$ cat src/rtl/countdown_timer_if.sv
// Control/status bundle for countdown_timer: the game logic drives the master side
// and the timer sits on the slave side.
interface countdown_timer_if #(parameter int W = 8);
  logic         start;
  logic [W-1:0] load_val;
  logic         auto_reload;
  logic         pause;
  logic         abort;
  logic [W-1:0] count;
  logic         busy;
  logic         done;
  logic         expired;

  modport master (
    output start, load_val, auto_reload, pause, abort,
    input  count, busy, done, expired
  );
  modport slave (
    input  start, load_val, auto_reload, pause, abort,
    output count, busy, done, expired
  );
endinterface

$ cat src/rtl/countdown_timer.sv
// Loadable, prescaled down-counter with pause, abort and auto-reload.
// Emits a one-cycle expired pulse on each expiry and holds done in DONE.
module countdown_timer #(
  parameter int W        = 8,
  parameter int PRESCALE = 4
) (
  input  logic            clk,
  input  logic            rst,
  countdown_timer_if.slave bus
);
  localparam int PW = (PRESCALE > 1) ? $clog2(PRESCALE) : 1;
  localparam logic [PW-1:0] PMAX = PW'(PRESCALE - 1);

  typedef enum logic [1:0] {IDLE, RUN, HOLD, DONE} state_t;

  state_t        state, state_n;
  logic [W-1:0]  count, count_n;
  logic [W-1:0]  reload_val, reload_val_n;
  logic          reload_mode, reload_mode_n;
  logic [PW-1:0] pre, pre_n;
  logic          expired, expired_n;

  always_ff @(posedge clk or posedge rst) begin
    if (rst) begin
      state       <= IDLE;
      count       <= '0;
      reload_val  <= '0;
      reload_mode <= 1'b0;
      pre         <= '0;
      expired     <= 1'b0;
    end else begin
      state       <= state_n;
      count       <= count_n;
      reload_val  <= reload_val_n;
      reload_mode <= reload_mode_n;
      pre         <= pre_n;
      expired     <= expired_n;
    end
  end

  always_comb begin
    state_n       = state;
    count_n       = count;
    reload_val_n  = reload_val;
    reload_mode_n = reload_mode;
    pre_n         = pre;
    expired_n     = 1'b0;
    if (bus.abort) begin
      state_n = IDLE;
      count_n = '0;
      pre_n   = '0;
    end else begin
      case (state)
        IDLE, DONE: begin
          if (bus.start) begin
            if (bus.load_val != '0) begin
              state_n       = RUN;
              count_n       = bus.load_val;
              reload_val_n  = bus.load_val;
              reload_mode_n = bus.auto_reload;
              pre_n         = '0;
            end else begin
              state_n   = DONE;
              count_n   = '0;
              expired_n = 1'b1;
            end
          end
        end
        RUN, HOLD: begin
          // Leaving HOLD counts on the same edge, so each held cycle costs exactly one.
          if (bus.pause) begin
            state_n = HOLD;
          end else begin
            state_n = RUN;
            if (pre != PMAX) begin
              pre_n = pre + 1'b1;
            end else begin
              pre_n = '0;
              if (count > W'(1)) begin
                count_n = count - 1'b1;
              end else if (reload_mode) begin
                count_n   = reload_val;
                expired_n = 1'b1;
              end else begin
                count_n   = '0;
                expired_n = 1'b1;
                state_n   = DONE;
              end
            end
          end
        end
        default: state_n = IDLE;
      endcase
    end
  end

  assign bus.count   = count;
  assign bus.expired = expired;
  assign bus.busy    = (state == RUN) || (state == HOLD);
  assign bus.done    = (state == DONE);
endmodule

$ cat src/flat_wrapper.sv
// flat-port wrapper written by rule: the top's interface ports become plain ports
module countdown_timer_flat 
#(
  parameter int W        = 8,
  parameter int PRESCALE = 4
)
  (clk, rst, bus_start, bus_load_val, bus_auto_reload, bus_pause, bus_abort, bus_count, bus_busy, bus_done, bus_expired);
  countdown_timer_if #(.W(W)) bus_i ();
  input  logic clk;
  input  logic rst;
  input wire logic [$bits(bus_i.start)-1:0] bus_start;
  input wire logic [$bits(bus_i.load_val)-1:0] bus_load_val;
  input wire logic [$bits(bus_i.auto_reload)-1:0] bus_auto_reload;
  input wire logic [$bits(bus_i.pause)-1:0] bus_pause;
  input wire logic [$bits(bus_i.abort)-1:0] bus_abort;
  output wire logic [$bits(bus_i.count)-1:0] bus_count;
  output wire logic [$bits(bus_i.busy)-1:0] bus_busy;
  output wire logic [$bits(bus_i.done)-1:0] bus_done;
  output wire logic [$bits(bus_i.expired)-1:0] bus_expired;
  assign bus_i.start = bus_start;
  assign bus_i.load_val = bus_load_val;
  assign bus_i.auto_reload = bus_auto_reload;
  assign bus_i.pause = bus_pause;
  assign bus_i.abort = bus_abort;
  assign bus_count = bus_i.count;
  assign bus_busy = bus_i.busy;
  assign bus_done = bus_i.done;
  assign bus_expired = bus_i.expired;
  countdown_timer #(.W(W), .PRESCALE(PRESCALE)) u_core (.clk(clk), .rst(rst), .bus(bus_i));
endmodule
$ cat config.mk
export PLATFORM = sky130hd
export DESIGN_NAME = countdown_timer_flat
export DESIGN_NICKNAME = d
export VERILOG_FILES = /design/src/rtl/countdown_timer_if.sv /design/src/rtl/countdown_timer.sv /design/src/flat_wrapper.sv
export SDC_FILE = /design/constraint.sdc
export NUM_CORES = 1
export LEC_CHECK = 0
export ABC_AREA = 1
export CAP_MARGIN = 20
export CORE_MARGIN = 2
export CORE_UTILIZATION = 50
export CTS_CLUSTER_SIZE = 14
export DETAILED_ROUTE_END_ITERATION = 6
export PLACE_DENSITY_LB_ADDON = 0.25
export SYNTH_ARGS = -nofsm -noshare
export SYNTH_HDL_FRONTEND = slang
export SYNTH_SLANG_ARGS = --single-unit
$ cat constraint.sdc
create_clock -name clk -period 1.99 [get_ports clk]
set_clock_uncertainty 0.1 [all_clocks]
set_input_delay 0.2985 -clock clk [delete_from_list [all_inputs] [get_ports clk]]
set_output_delay 0.2985 -clock clk [all_outputs]
set_load 0.01 [all_outputs]
==> reports/results.txt, run 1 <==
Total Routing Usage GR: 0.204
GPL Wtd Cong: 0.868
synthesized flop and latch total: 22
Final Hold Fails: 0
Worst slew margin: 0.814
Worst R2R Path Depth: 7
Initial DRT Pass Iterations: 4
Psw: 1.19 mW
share of cells above drive strength 1: 0.104
RSZ-0062 raised after global routing: no
Final Max Tran Viols: 0
startpoint types: flip-flop
post-synthesis cell type count: 20
H-tree Lvls: 1
worst slew pin tran: 0.278 ns
power per cell area: 1490 nW/um2
Mapped Nets: 211
Worst-Skew Late Latency: 0.30 ns
CTS tree: built
Core Area: 2690 um2
clock group share of total power: 0.096
fin util: 0.633
worst-path cell chain: ha_1 > inv_1 > nand2_1 > nor2_2 > inv_1 > nor2_4 > o21ai_0
CTS clk-pin slew, worst paths: 0.12 ns
TritonCTS buffer count: 3
Syn Area/Cell: 7.16 um2
leakage: 0.834 nW
post-route antenna net violation count: 0
pin count of the biggest net entering global routing: 23
CTS Sinks: 22
1st-iter DRT viols: 40
Max VDD drop: 0.864 mV
initial antenna violation count: 0
Comb power frac: 0.572
total die area: 3200 um2
Starting Density: 0.515
# fillers: 252
Critical-path top delay cell: dfrtp_1
wire per inst: 12.3 um
CP max stage delay: 0.41 ns
clk root buf: clkbuf_4
r2r setup slk: 0.16 ns
crit path kind: flip-flop to flip-flop
final worst-path cycle share: 0.918
CP most frequent cell: inv_1
Area growth syn-to-layout: 23.0%
worst min path class: input pin to async pin
worst endpoint required time: 2.08 ns
Yosys Warn Count: 0
Post-CTS Setup Bufs: 0
Seq/Total Area, Yosys: 0.398
setup TNS: 0 ns
# rows: 19
cell family with most CP delay: simple AND/OR/NAND/NOR gates
GR Overflow Total: 0
DP HPWL: 2490 um
CP Depth: 7
drt total wl: 3110 um
detailed-route DRC error count: 0
I/O pin count: 25
Max-Cap Viols: 0
Sw Ratio: 0.470
internal power: 1.34 mW
Post-CTS Hold Buffers: 0
CP endpoint kind: flip-flop
Worst Path Buf+Inv: 2
ANT cells: 0
Worst Path Max Fanout: 11
Sequential Power Share: 0.332
Mapped Cells: 193
number of global-route vias before repair: 1287
most frequent cells in the layout: nand2_1, clkdlybuf4s50_1, nor2_1, dfrtp_1, a21oi_1
vias per cell: 5.31
first-pass GRT wire length: 5210 um
chip height: 56.6 um
status: finished clean
die width: 56.6 um
Nets: 240
IO Port Bufs: 24
# setup viols final: 0
commonest non-fill, non-tap cell in the layout: nand2_1
Max Clk Rate: 547 MHz
Clock Tree Buf Depth: 2
min Tclk post-route: 1.83 ns
crit path DAT: 1.92 ns
routed vias: 1339
synthesized area: 1380 um2
## cell families (layout without fill, tap and decap cells)
group | count (synthesis) | after routing | synth area share
simple gates | 105 | 105 | 0.355
fa+ha+maj | 4 | 4 | 0.0362
flops | 22 | 22 | 0.398
compound gates | 37 | 37 | 0.134
buf+inv | 25 | 53 | 0.0769
## routing by layer
layer / vias up / global-route usage / share of wire
li1: 673 / - / -
met1: 619 / 0.255 / 0.45
met2: 41 / 0.357 / 0.49
met3: 6 / 0.0253 / 0.047
met4: 0 / 0.0748 / 0.012
met5: - / 0 / 0
## sequential cells by signal, indices dropped and copies added (netlist names)
| register | count |
|---|---|
| u_core.bus.count | 8 |
| u_core.bus.expired | 1 |
| u_core.reload_mode | 1 |
| u_core.reload_val | 8 |
| u_core.state | 2 |
| u_core.pre | 2 |
## layout make-up
type | instances | area, um2 | area share
timing repair buffer | 27 | 262 | 0.154
sequential | 22 | 551 | 0.324
clock buffer | 4 | 36.3 | 0.0213
tap | 31 | 38.8 | 0.0228
inverter | 22 | 82.6 | 0.0486
multi-input combinational | 146 | 731 | 0.430
## timing repair
action,CTS,global route
gates cloned,0,0
pin swaps,0,0
setup endpoints to repair,1,9
resized for setup,1,1
## per-stage QoR
stage / std cells / power (mW) / instance area (um2) / setup slack [ns] / hold WS, ns
floorplan: 193 / 1.81 / 1380 / 0.377 / 0.188
global placement: 248 / 2.23 / 1660 / 0.148 / 0.362
detailed placement: 248 / 2.30 / 1660 / 0.0995 / 0.376
CTS: 252 / 2.53 / 1700 / 0.0629 / 0.226
global route: 252 / 2.75 / 1700 / 0.0453 / 0.243
finish: 252 / 2.54 / 1700 / 0.162 / 0.206
## synth_stat cells
library cell | count | area share
nand3_1 | 13 | 0.047
dfrtp_1 | 22 | 0.40
nor2_1 | 22 | 0.060
buf_6 | 1 | 0.0081
nor2_2 | 4 | 0.018
nor2_4 | 3 | 0.024
buf_2 | 1 | 0.0036
a21oi_1 | 20 | 0.072
o21ai_1 | 1 | 0.0036
o21ai_0 | 16 | 0.058
buf_4 | 1 | 0.0054
nand3b_1 | 1 | 0.0054
inv_2 | 3 | 0.0081
inv_1 | 19 | 0.052
nand4_1 | 2 | 0.0090
nand2_4 | 2 | 0.016
nor2_8 | 1 | 0.014
nand2_1 | 54 | 0.15
nand2_2 | 3 | 0.014
ha_1 | 4 | 0.036
## tightest hold or removal path: cells and delay by family
family                 cells  cell delay (ns)
buffers and inverters      3             0.71
## power by group through the flow
stage	clock network (mW)	registers (mW)	logic, mW
floorplan	0	0.839	0.972
global placement	0	0.831	1.39
detailed placement	0	0.849	1.45
CTS	0.243	0.838	1.45
global route	0.263	0.861	1.62
finish	0.243	0.841	1.45
## worst paths after layout
| check | from | endpoint |
|---|---|---|
| min in group clk | u_core.pre[1]$_DFFE_PP0P_ | u_core.pre[1]$_DFFE_PP0P_ |
| min reg2reg | u_core.pre[1]$_DFFE_PP0P_ | u_core.pre[1]$_DFFE_PP0P_ |
| max in group asynchronous | rst | u_core.reload_val[3]$_DFFE_PP0P_ |
| max reg2reg | u_core.state[0]$_DFFE_PP0P_ | u_core.reload_val[0]$_DFFE_PP0P_ |
| min | rst | u_core.bus.expired$_DFF_PP0_ |
| max | u_core.state[0]$_DFFE_PP0P_ | u_core.reload_val[0]$_DFFE_PP0P_ |
No activity file was read; power rests on OpenSTA's default activity.
==> run 2, diff against run 1 <==
- GPL_ROUTABILITY_DRIVEN: default -> 0
- clock period: 1.99 -> 2.3 ns (I/O delays scaled with it)
==> run 2 against run 1 <==
- final area fell by 0.22%
- global-route usage up 0.66 points
- non-clock buffer count unchanged
- sequential power decreased by 14%
- die area stayed put
- sequential share of layout area increased by 0.072 points
- count of clock-buffer cells in the layout is the same
- largest power group unchanged
- combinational power shrank 13%
- worst hold slack better by 0.043 ns
- via count is 0.97% higher
==> reports/results.txt, run 2 (same netlist as run 1, synthesis figures left out) <==
crit path kind: flip-flop to primary output (was flip-flop to flip-flop)
clk root buf: clkbuf_4 (unchanged)
min Tclk post-route: 2.04 ns
worst slew pin tran: 0.347 ns (was 0.278 ns)
number of global-route vias before repair: 1267 (was 1287)
post-cts sizing count: 0 (was 1)
wire per inst: 12.4 um (was 12.3 um)
Max VDD drop: 0.801 mV (was 0.864 mV)
Worst R2R Path Depth: 7 (unchanged)
Post-CTS Hold Buffers: 0 (unchanged)
H-tree Lvls: 1 (unchanged)
CP endpoint kind: primary output (was flip-flop)
status: finished clean (unchanged)
Starting Density: 0.515 (unchanged)
detailed-route DRC error count: 0 (unchanged)
Worst Path Max Fanout: 3 (was 11)
IO Port Bufs: 24 (unchanged)
Worst slew margin: 0.769 (was 0.814)
CP endpoint: bus_busy (was u_core.reload_val[0]$_DFFE_PP0P_)
Worst R2R Start: u_core.state[0]$_DFFE_PP0P_ (unchanged)
share of cells above drive strength 1: 0.104 (unchanged)
vias per cell: 5.37 (was 5.31)
FF/Latch Area: 551 um2 (unchanged)
Hold Slack: 0.249 ns (was 0.206 ns)
Final Hold Fails: 0 (unchanged)
DP HPWL: 2420 um (was 2490 um)
pre-CTS setup slack: 0.368 ns (was 0.0995 ns)
r2r setup slk: 0.41 ns (was 0.16 ns)
CTS tree: built (unchanged)
# setup viols final: 0 (unchanged)
Worst-Skew Late Latency: 0.31 ns (was 0.30 ns)
Max Clk Rate: 489 MHz
GR Overflow Total: 0 (unchanged)
CP startpoint: u_core.state[0]$_DFFE_PP0P_ (unchanged)
Core Area: 2690 um2 (unchanged)
final worst-path cycle share: 0.889
TritonCTS buffer count: 3 (unchanged)
power per cell area: 1300 nW/um2 (was 1490 nW/um2)
# fillers: 242 (was 252)
chip height: 56.6 um (unchanged)
RSZ-0062 raised after global routing: no (unchanged)
I/O pin count: 25 (unchanged)
Final Max Tran Viols: 0 (unchanged)
Max-Cap Viols: 0 (unchanged)
die width: 56.6 um (unchanged)
drt total wl: 3130 um (was 3110 um)
area of the multi-input gates: 726 um2 (was 731 um2)
most frequent cells in the layout: nand2_1, clkdlybuf4s50_1, nor2_1, dfrtp_1, a21oi_1 (unchanged)
first-pass GRT wire length: 5350 um (was 5210 um)
Area growth syn-to-layout: 22.7% (was 23.0%)
# rows: 19 (unchanged)
setup TNS: 0 ns (unchanged)
commonest non-fill, non-tap cell in the layout: nand2_1 (unchanged)
worst endpoint required time: 1.86 ns (was 2.08 ns)
total die area: 3200 um2 (unchanged)
crit path DAT: 1.60 ns (was 1.92 ns)
pin count of the biggest net entering global routing: 23 (unchanged)
startpoint types: flip-flop (unchanged)
CTS Sinks: 22 (unchanged)
initial antenna violation count: 0 (unchanged)
Nets: 240 (unchanged)
worst min path class: input pin to async pin (unchanged)
Post-CTS Setup Bufs: 0 (unchanged)
Total Routing Usage GR: 0.210 (was 0.204)
leakage: 0.831 nW (was 0.834 nW)
post-route antenna net violation count: 0 (unchanged)
Clock Tree Buf Depth: 2 (unchanged)
final worst slack: 0.256 ns (was 0.162 ns)
ANT cells: 0 (unchanged)
Reg-to-Reg End: u_core.reload_val[1]$_DFFE_PP0P_ (was u_core.reload_val[0]$_DFFE_PP0P_)
Top Registers: u_core.bus.count: 8 flops, u_core.reload_val: 8 flops (unchanged)
1st-iter DRT viols: 57 (was 40)
Initial DRT Pass Iterations: 4 (unchanged)
total power: 2.20 mW (was 2.54 mW)
routed vias: 1352 (was 1339)
CTS clk-pin slew, worst paths: 0.12 ns (about the same)
==> run 2: how the worst min path moves through the flow <==
| stage | start | to | slack, ns |
|---|---|---|---|
| 5_1_grt | rst | u_core.bus.expired$_DFF_PP0_ | 0.28 |
| 2_1_floorplan | rst | u_core.bus.count[0]$_DFFE_PP0P_ | 0.23 |
| 3_3_place_gp | u_core.pre[1]$_DFFE_PP0P_ | u_core.pre[1]$_DFFE_PP0P_ | 0.36 |
| 3_5_place_dp | u_core.pre[1]$_DFFE_PP0P_ | u_core.pre[1]$_DFFE_PP0P_ | 0.37 |
| 6_report | rst | u_core.bus.count[3]$_DFFE_PP0P_ | 0.25 |
| 4_1_cts | rst | u_core.bus.count[3]$_DFFE_PP0P_ | 0.26 |
==> run 2: power breakdown <==
part / internal (mW) / switching (mW) / total, mW
combinational: 0.517 / 0.747 / 1.26
sequential: 0.558 / 0.169 / 0.727
clock: 0.0968 / 0.115 / 0.212
total: 1.17 / 1.03 / 2.20
==> run 2: cell type report <==
type / instances / area share
multi-input cells: 146 / 0.428
flip-flops and latches: 22 / 0.324
repair buffers: 27 / 0.155
inverters: 22 / 0.0487
well taps: 31 / 0.0229
clock buffers: 4 / 0.0214
==> run 2: per-layer routing <==
metal  GRT usage  share of wire
met1       0.273           0.45
met4      0.0782          0.018
met5           0              0
met2       0.359           0.48
met3      0.0230          0.056
==> run 2: worst max-delay path, cell delays in order (launching register included) <==
cell and delay, ns:
dfrtp_1 0.41, ha_1 0.34, clkdlybuf4s50_1 0.55
==> run 2: per-stage QoR <==
stage / utilization / instances / area [um2]
floorplan: - / 193 / 1380
global placement: 0.618 / 248 / 1660
detailed placement: 0.618 / 248 / 1660
CTS: 0.632 / 252 / 1700
global route: 0.632 / 252 / 1700
finish: 0.632 / 252 / 1700
==> run 3, diff against run 2 <==
- CORE_UTILIZATION: 50 -> 45
==> run 3 against run 2 <==
- total power decreased by 3.5%
- combinational power about the same
- final area decreased by 0.66%
- worst hold slack improved by 0.020 ns
- critical path depth unchanged
- sequential share of layout area increased by 0.22 points
- cell count increased by 0.40%
- routed wire length decreased by 6.2%
- via count decreased by 4.4%
==> reports/results.txt, run 3 (same netlist as run 1, synthesis figures left out) <==
Initial DRT Pass Iterations: 5 (was 4)
M1 GR Usage: 0.263 (was 0.273)
Max Clk Rate: 496 MHz (was 489 MHz)
drt total wl: 2930 um (was 3130 um)
I/O pin count: 25 (unchanged)
Hold Slack: 0.269 ns (was 0.249 ns)
leakage: 0.824 nW (was 0.831 nW)
TritonCTS buffer count: 3 (unchanged)
share of cells above drive strength 1: 0.100 (was 0.104)
startpoint types: flip-flop (unchanged)
Max VDD drop: 0.447 mV (was 0.801 mV)
Final Hold Fails: 0 (unchanged)
number of global-route vias before repair: 1142 (was 1267)
first-pass GRT wire length: 4970 um (was 5350 um)
Core Area: 2980 um2 (was 2690 um2)
# setup viols final: 0 (unchanged)
Worst R2R Start: u_core.state[0]$_DFFE_PP0P_ (unchanged)
Final Max Tran Viols: 0 (unchanged)
worst min path class: input pin to async pin (unchanged)
1st-iter DRT viols: 58 (was 57)
CTS tree: built (unchanged)
Top Registers: u_core.bus.count: 8 flops, u_core.reload_val: 8 flops (unchanged)
ANT cells: 0 (unchanged)
most frequent cells in the layout: nand2_1, clkdlybuf4s50_1, nor2_1, dfrtp_1, a21oi_1 (unchanged)
GR Overflow Total: 0 (unchanged)
detailed-route DRC error count: 0 (unchanged)
RSZ-0062 raised after global routing: no (unchanged)
min Tclk post-route: 2.01 ns (was 2.04 ns)
grt met3 use: 0.0197 (was 0.0230)
Nets: 240 (unchanged)
CP endpoint kind: primary output (unchanged)
total die area: 3530 um2 (was 3200 um2)
final worst-path cycle share: 0.876 (was 0.889)
IO Port Bufs: 24 (unchanged)
die width: 59.4 um (was 56.6 um)
setup TNS: 0 ns (unchanged)
Post-CTS Setup Bufs: 0 (unchanged)
initial antenna violation count: 0 (unchanged)
dpl cells: 250 (was 248)
worst slew pin tran: 0.361 ns (was 0.347 ns)
met2 Resource Use GR: 0.294 (was 0.359)
crit path kind: flip-flop to primary output (unchanged)
routed vias: 1293 (was 1352)
wire per inst: 11.6 um (was 12.4 um)
clk root buf: clkbuf_4 (unchanged)
Worst slew margin: 0.759 (was 0.769)
Worst R2R Path Depth: 7 (unchanged)
commonest non-fill, non-tap cell in the layout: nand2_1 (unchanged)
DP HPWL: 2300 um (was 2420 um)
Worst-Skew Late Latency: 0.30 ns (was 0.31 ns)
non-filler cells, final: 253 (was 252)
Post-CTS Hold Buffers: 0 (unchanged)
Area growth syn-to-layout: 21.9% (was 22.7%)
status: finished clean (unchanged)
Starting Density: 0.464 (was 0.515)
post-cts sizing count: 0 (unchanged)
# rows: 20 (was 19)
Reg-to-Reg End: u_core.reload_val[0]$_DFFE_PP0P_ (was u_core.reload_val[1]$_DFFE_PP0P_)
power per cell area: 1260 nW/um2 (was 1300 nW/um2)
total power: 2.13 mW (was 2.20 mW)
fin util: 0.566 (was 0.632)
Max-Cap Viols: 0 (unchanged)
CTS Sinks: 22 (unchanged)
vias per cell: 5.11 (was 5.37)
pin count of the biggest net entering global routing: 23 (unchanged)
post-route antenna net violation count: 0 (unchanged)
Worst Path Max Fanout: 3 (unchanged)
r2r setup slk: 0.49 ns (was 0.41 ns)
Total Routing Usage GR: 0.186 (was 0.210)
GR peak layer: met2 (unchanged)
crit path DAT: 1.57 ns (was 1.60 ns)
Clock Tree Buf Depth: 2 (unchanged)
chip height: 59.4 um (was 56.6 um)
H-tree Lvls: 1 (unchanged)
worst endpoint required time: 1.86 ns (about the same)
CTS clk-pin slew, worst paths: 0.12 ns (about the same)
==> run 3: report_power, final <==
group | switching [mW] | internal (mW)
sequential | 0.158 | 0.558
combinational | 0.720 | 0.516
clock | 0.113 | 0.0612
total | 0.991 | 1.14
==> run 3: worst max path at each step <==
stage,from,end,depth (start not counted)
finish,u_core.state[1]$_DFFE_PP0P_,bus_busy,2
global route,u_core.state[1]$_DFFE_PP0P_,bus_busy,2
CTS,u_core.state[1]$_DFFE_PP0P_,bus_busy,2
detailed placement,bus_start,u_core.reload_val[0]$_DFFE_PP0P_,6
global placement,bus_start,u_core.reload_mode$_DFFE_PP0P_,6
floorplan,u_core.state[0]$_DFFE_PP0P_,u_core.reload_mode$_DFFE_PP0P_,8
==> run 3: critical path, cell delays in order, from the launching register on <==
cell,delay (ns)
dfrtp_1,0.41
ha_1,0.31
clkdlybuf4s50_1,0.54
==> run 3: metal layers <==
metal  share of wire  vias up
met3           0.039        4
li1                -      673
met4          0.0095        0
met5               0        -
met2            0.46       34
met1            0.49      582
==> run 3: metrics by stage <==
step / area, um2 / worst slack, ns
after global placement: 1660 / 0.468
after CTS: 1690 / 0.276
final: 1690 / 0.286
after detailed placement: 1660 / 0.392
after floorplan: 1380 / 0.687
after global routing: 1690 / 0.218
==> run 3: final cells by class <==
cell class	count	area (um2)
clock buffer	3	22.5
fill	285	1290
inverter	22	82.6
multi-input combinational	146	726
sequential	22	551
tap	33	41.3
timing repair buffer	27	263
==> edit (settings of run 1) <==
Encoding of `state_t`: now one-hot (4 bits for 4 states).
--- a/src/rtl/countdown_timer.sv
+++ b/src/rtl/countdown_timer.sv
@@ -11,7 +11,7 @@
   localparam int PW = (PRESCALE > 1) ? $clog2(PRESCALE) : 1;
   localparam logic [PW-1:0] PMAX = PW'(PRESCALE - 1);
 
-  typedef enum logic [1:0] {IDLE, RUN, HOLD, DONE} state_t;
+  typedef enum logic [3:0] {IDLE = 4'b0001, RUN = 4'b0010, HOLD = 4'b0100, DONE = 4'b1000} state_t;
 
   state_t        state, state_n;
   logic [W-1:0]  count, count_n;
Check against the original RTL: same outputs for any inputs over 10 cycles, from zero or initial values and one cycle with rst high; not proved beyond that.
==> edit against run 1 <==
- sequential power grew 6.8%
- total power grew 12%
- final area grew 23%
- synthesized area grew 24%
- routed wire length grew 18%
- worst setup slack lost 0.012 ns
- critical path depth shrank 3
- sequential share of layout area shrank 3.6 points
- sequential cell count grew 2
- critical path type is now flop to output port
==> edit: results (changes against run 1) <==
- The net count after synthesis came to 265 (+26%).
- The static leakage came to 1.13 nW (+36%).
- Fraction of registers with async set or reset after synthesis: 100% (unchanged)
- Pin count of the biggest net entering global routing: 25 (+8.7%)
- Later-pin clock latency in the skew report: slightly above 0.3 ns
- Max IR drop VDD: 647 uV (-25%)
- The number of global-route vias before repair was 1,411 (+9.6%).
- By area the synthesized netlist is led by dfrtp_1 34%, nand2_1 18%, inv_1 8.1%, nand3_1 7.6%, o21ai_2 4.1%.
- The share of synthesized area occupied by flip-flops and latches is 35.1% (-4.7 points).
- The run finished with clean final reports.
* N_diodes: 0 (unchanged)
- The tightest min-delay check is of the primary input to asynchronous set/reset pin type.
- Leading post-synthesis cells by instance count: 80 x nand2_1, 37 x inv_1, 26 x nand3_1
- Fraction of final layout cells with drive strength greater than 1: 15.7% (+5.3 points)
- The number of buffers created by CTS came to 3 (unchanged).
* Number of warnings reported in the yosys synthesis log: 0 (unchanged)
- Buffers on Ports: 24 (unchanged)
- The global router's overall resource usage came to 20.0% (-0.38 points).
- The number of enable-type register cells in the synthesized netlist is 0 (unchanged).
* Count of max-cap constraint violations: 0 (unchanged)
- The root buffer cell chosen for the clock tree is clkbuf_4.
- The worst slew margin relative to its limit is 79.1% (-2.4 points).
* Detailed-route vias per instance: 4.88 (-8.2%)
- The maximum number of buffers from clock root to sink was 2 (unchanged).
- HPWL after detailed placement: 2.89 mm (+16%)
- The H-tree level count was 1 (unchanged).
* Net count, final: 299 (+25%)
* Most used DFF post-synth: dfrtp_1
- The largest fanout on the critical path came to 4 (-7).
* First-pass GRT wire length: 6.38 mm (+22%)
* Routed len/inst: 11.3 microns (-8.8%)
- The placer's final routability congestion estimate is 0.813 (-6.3%).
- Synthesized area per cell: 6.91 sq um (-3.5%)
* Count of TritonRoute iterations in the first routing pass: 5 (+1)
* First-iteration detailed-routing DRC count: 114 (+190%)
- The count of unique library cells instantiated by Yosys is 29 (+45%).
- Largest registers: u_core.bus.count x8, u_core.reload_val x8, u_core.state x4
- Wire length reported by the detailed router: 3.68 mm (+18%)
- Place WS: 0.140 ns (+0.0408 ns)
- The number of instances in the placed design came to 321 (+29%).
* Clock transition at path regs: 0.14 ns (+0.02 ns)
- Initial antenna violation count: 0 (unchanged)
## edit: cell count changes in the layout (fill, tap and decap cells not counted), moves of 2 or more
| cell | change |
|---|---|
| a21oi_1 | -9 |
| buf_4 | +7 |
| inv_1 | +18 |
| nand2_1 | +26 |
| nand2_2 | -2 |
| nand3_1 | +13 |
| nand3_2 | +2 |
| nand3_4 | +2 |
| nand4_1 | +2 |
| nor2_1 | -5 |
| o21ai_0 | -10 |
| o21ai_1 | +2 |
| o21ai_2 | +8 |
## edit: final timing paths
kind | startpoint | to | slack [ns] | cells past startpoint
worst max-delay path | u_core.state[0] | bus_busy | 0.15 | 4
worst min register to register | u_core.reload_val[7] | u_core.reload_val[7] | 0.40 | 2
worst max register to register | u_core.state[0] | u_core.reload_mode | 0.28 | 7
min in group clk | u_core.reload_val[7] | u_core.reload_val[7] | 0.40 | 2
worst min-delay path | rst | u_core.pre[1] | 0.21 | 3
max in group asynchronous | rst | u_core.state[0] | 1.29 | 3
## edit: worst max-delay path, cell delays in order, from the launching register on
cell	delay [ns]
dfstp_2	0.60
nor2_4	0.06
nand3_2	0.07
clkinv_1	0.10
dlygate4sd2_1	0.30
## edit: report_power, final
part           internal [mW]  switching (mW)
registers              0.686           0.212
clock network          0.112           0.150
logic                  0.686           0.989
## edit: area by class of cell
cell class,instances,area (sq um)
Tap cell,46,57.6
Timing Repair Buffer,34,317
Fill cell,305,1210
Multi-Input combinational cell,177,925
Sequential cell,24,603
Clock buffer,4,36.3
Inverter,42,158
## edit: cells by family after synthesis
logic type,count (synthesis),share of synthesized area [%]
simple gates,143,39.4
buf+inv,47,11.4
compound gates,30,11.4
flops,24,35.1
fa+ha+maj,3,2.19
xor+xnor,1,0.511
## edit: timing repair
item | 4_1_cts | 5_1_grt
setup buffers | 2 | 0
endpoints found under the setup margin | 2 | 1
gates resized for setup | 3 | 2
## edit: layer usage
metal | vias to the layer above | share of wire, % | GRT usage (%)
met5 | - | 0 | 0
met1 | 716 | 51 | 29.1
met2 | 31 | 45 | 32.1
met3 | 2 | 3.6 | 1.80
met4 | 0 | 0.63 | 5.00
li1 | 846 | - | -
## edit: stage by stage
step | instance area [sq um] | utilization [%]
finish | 2100 | 63.3
global route | 2100 | 63.3
CTS | 2090 | 63.2
detailed placement | 2030 | 61.5
global placement | 2030 | 61.5
floorplan | 1710 | -
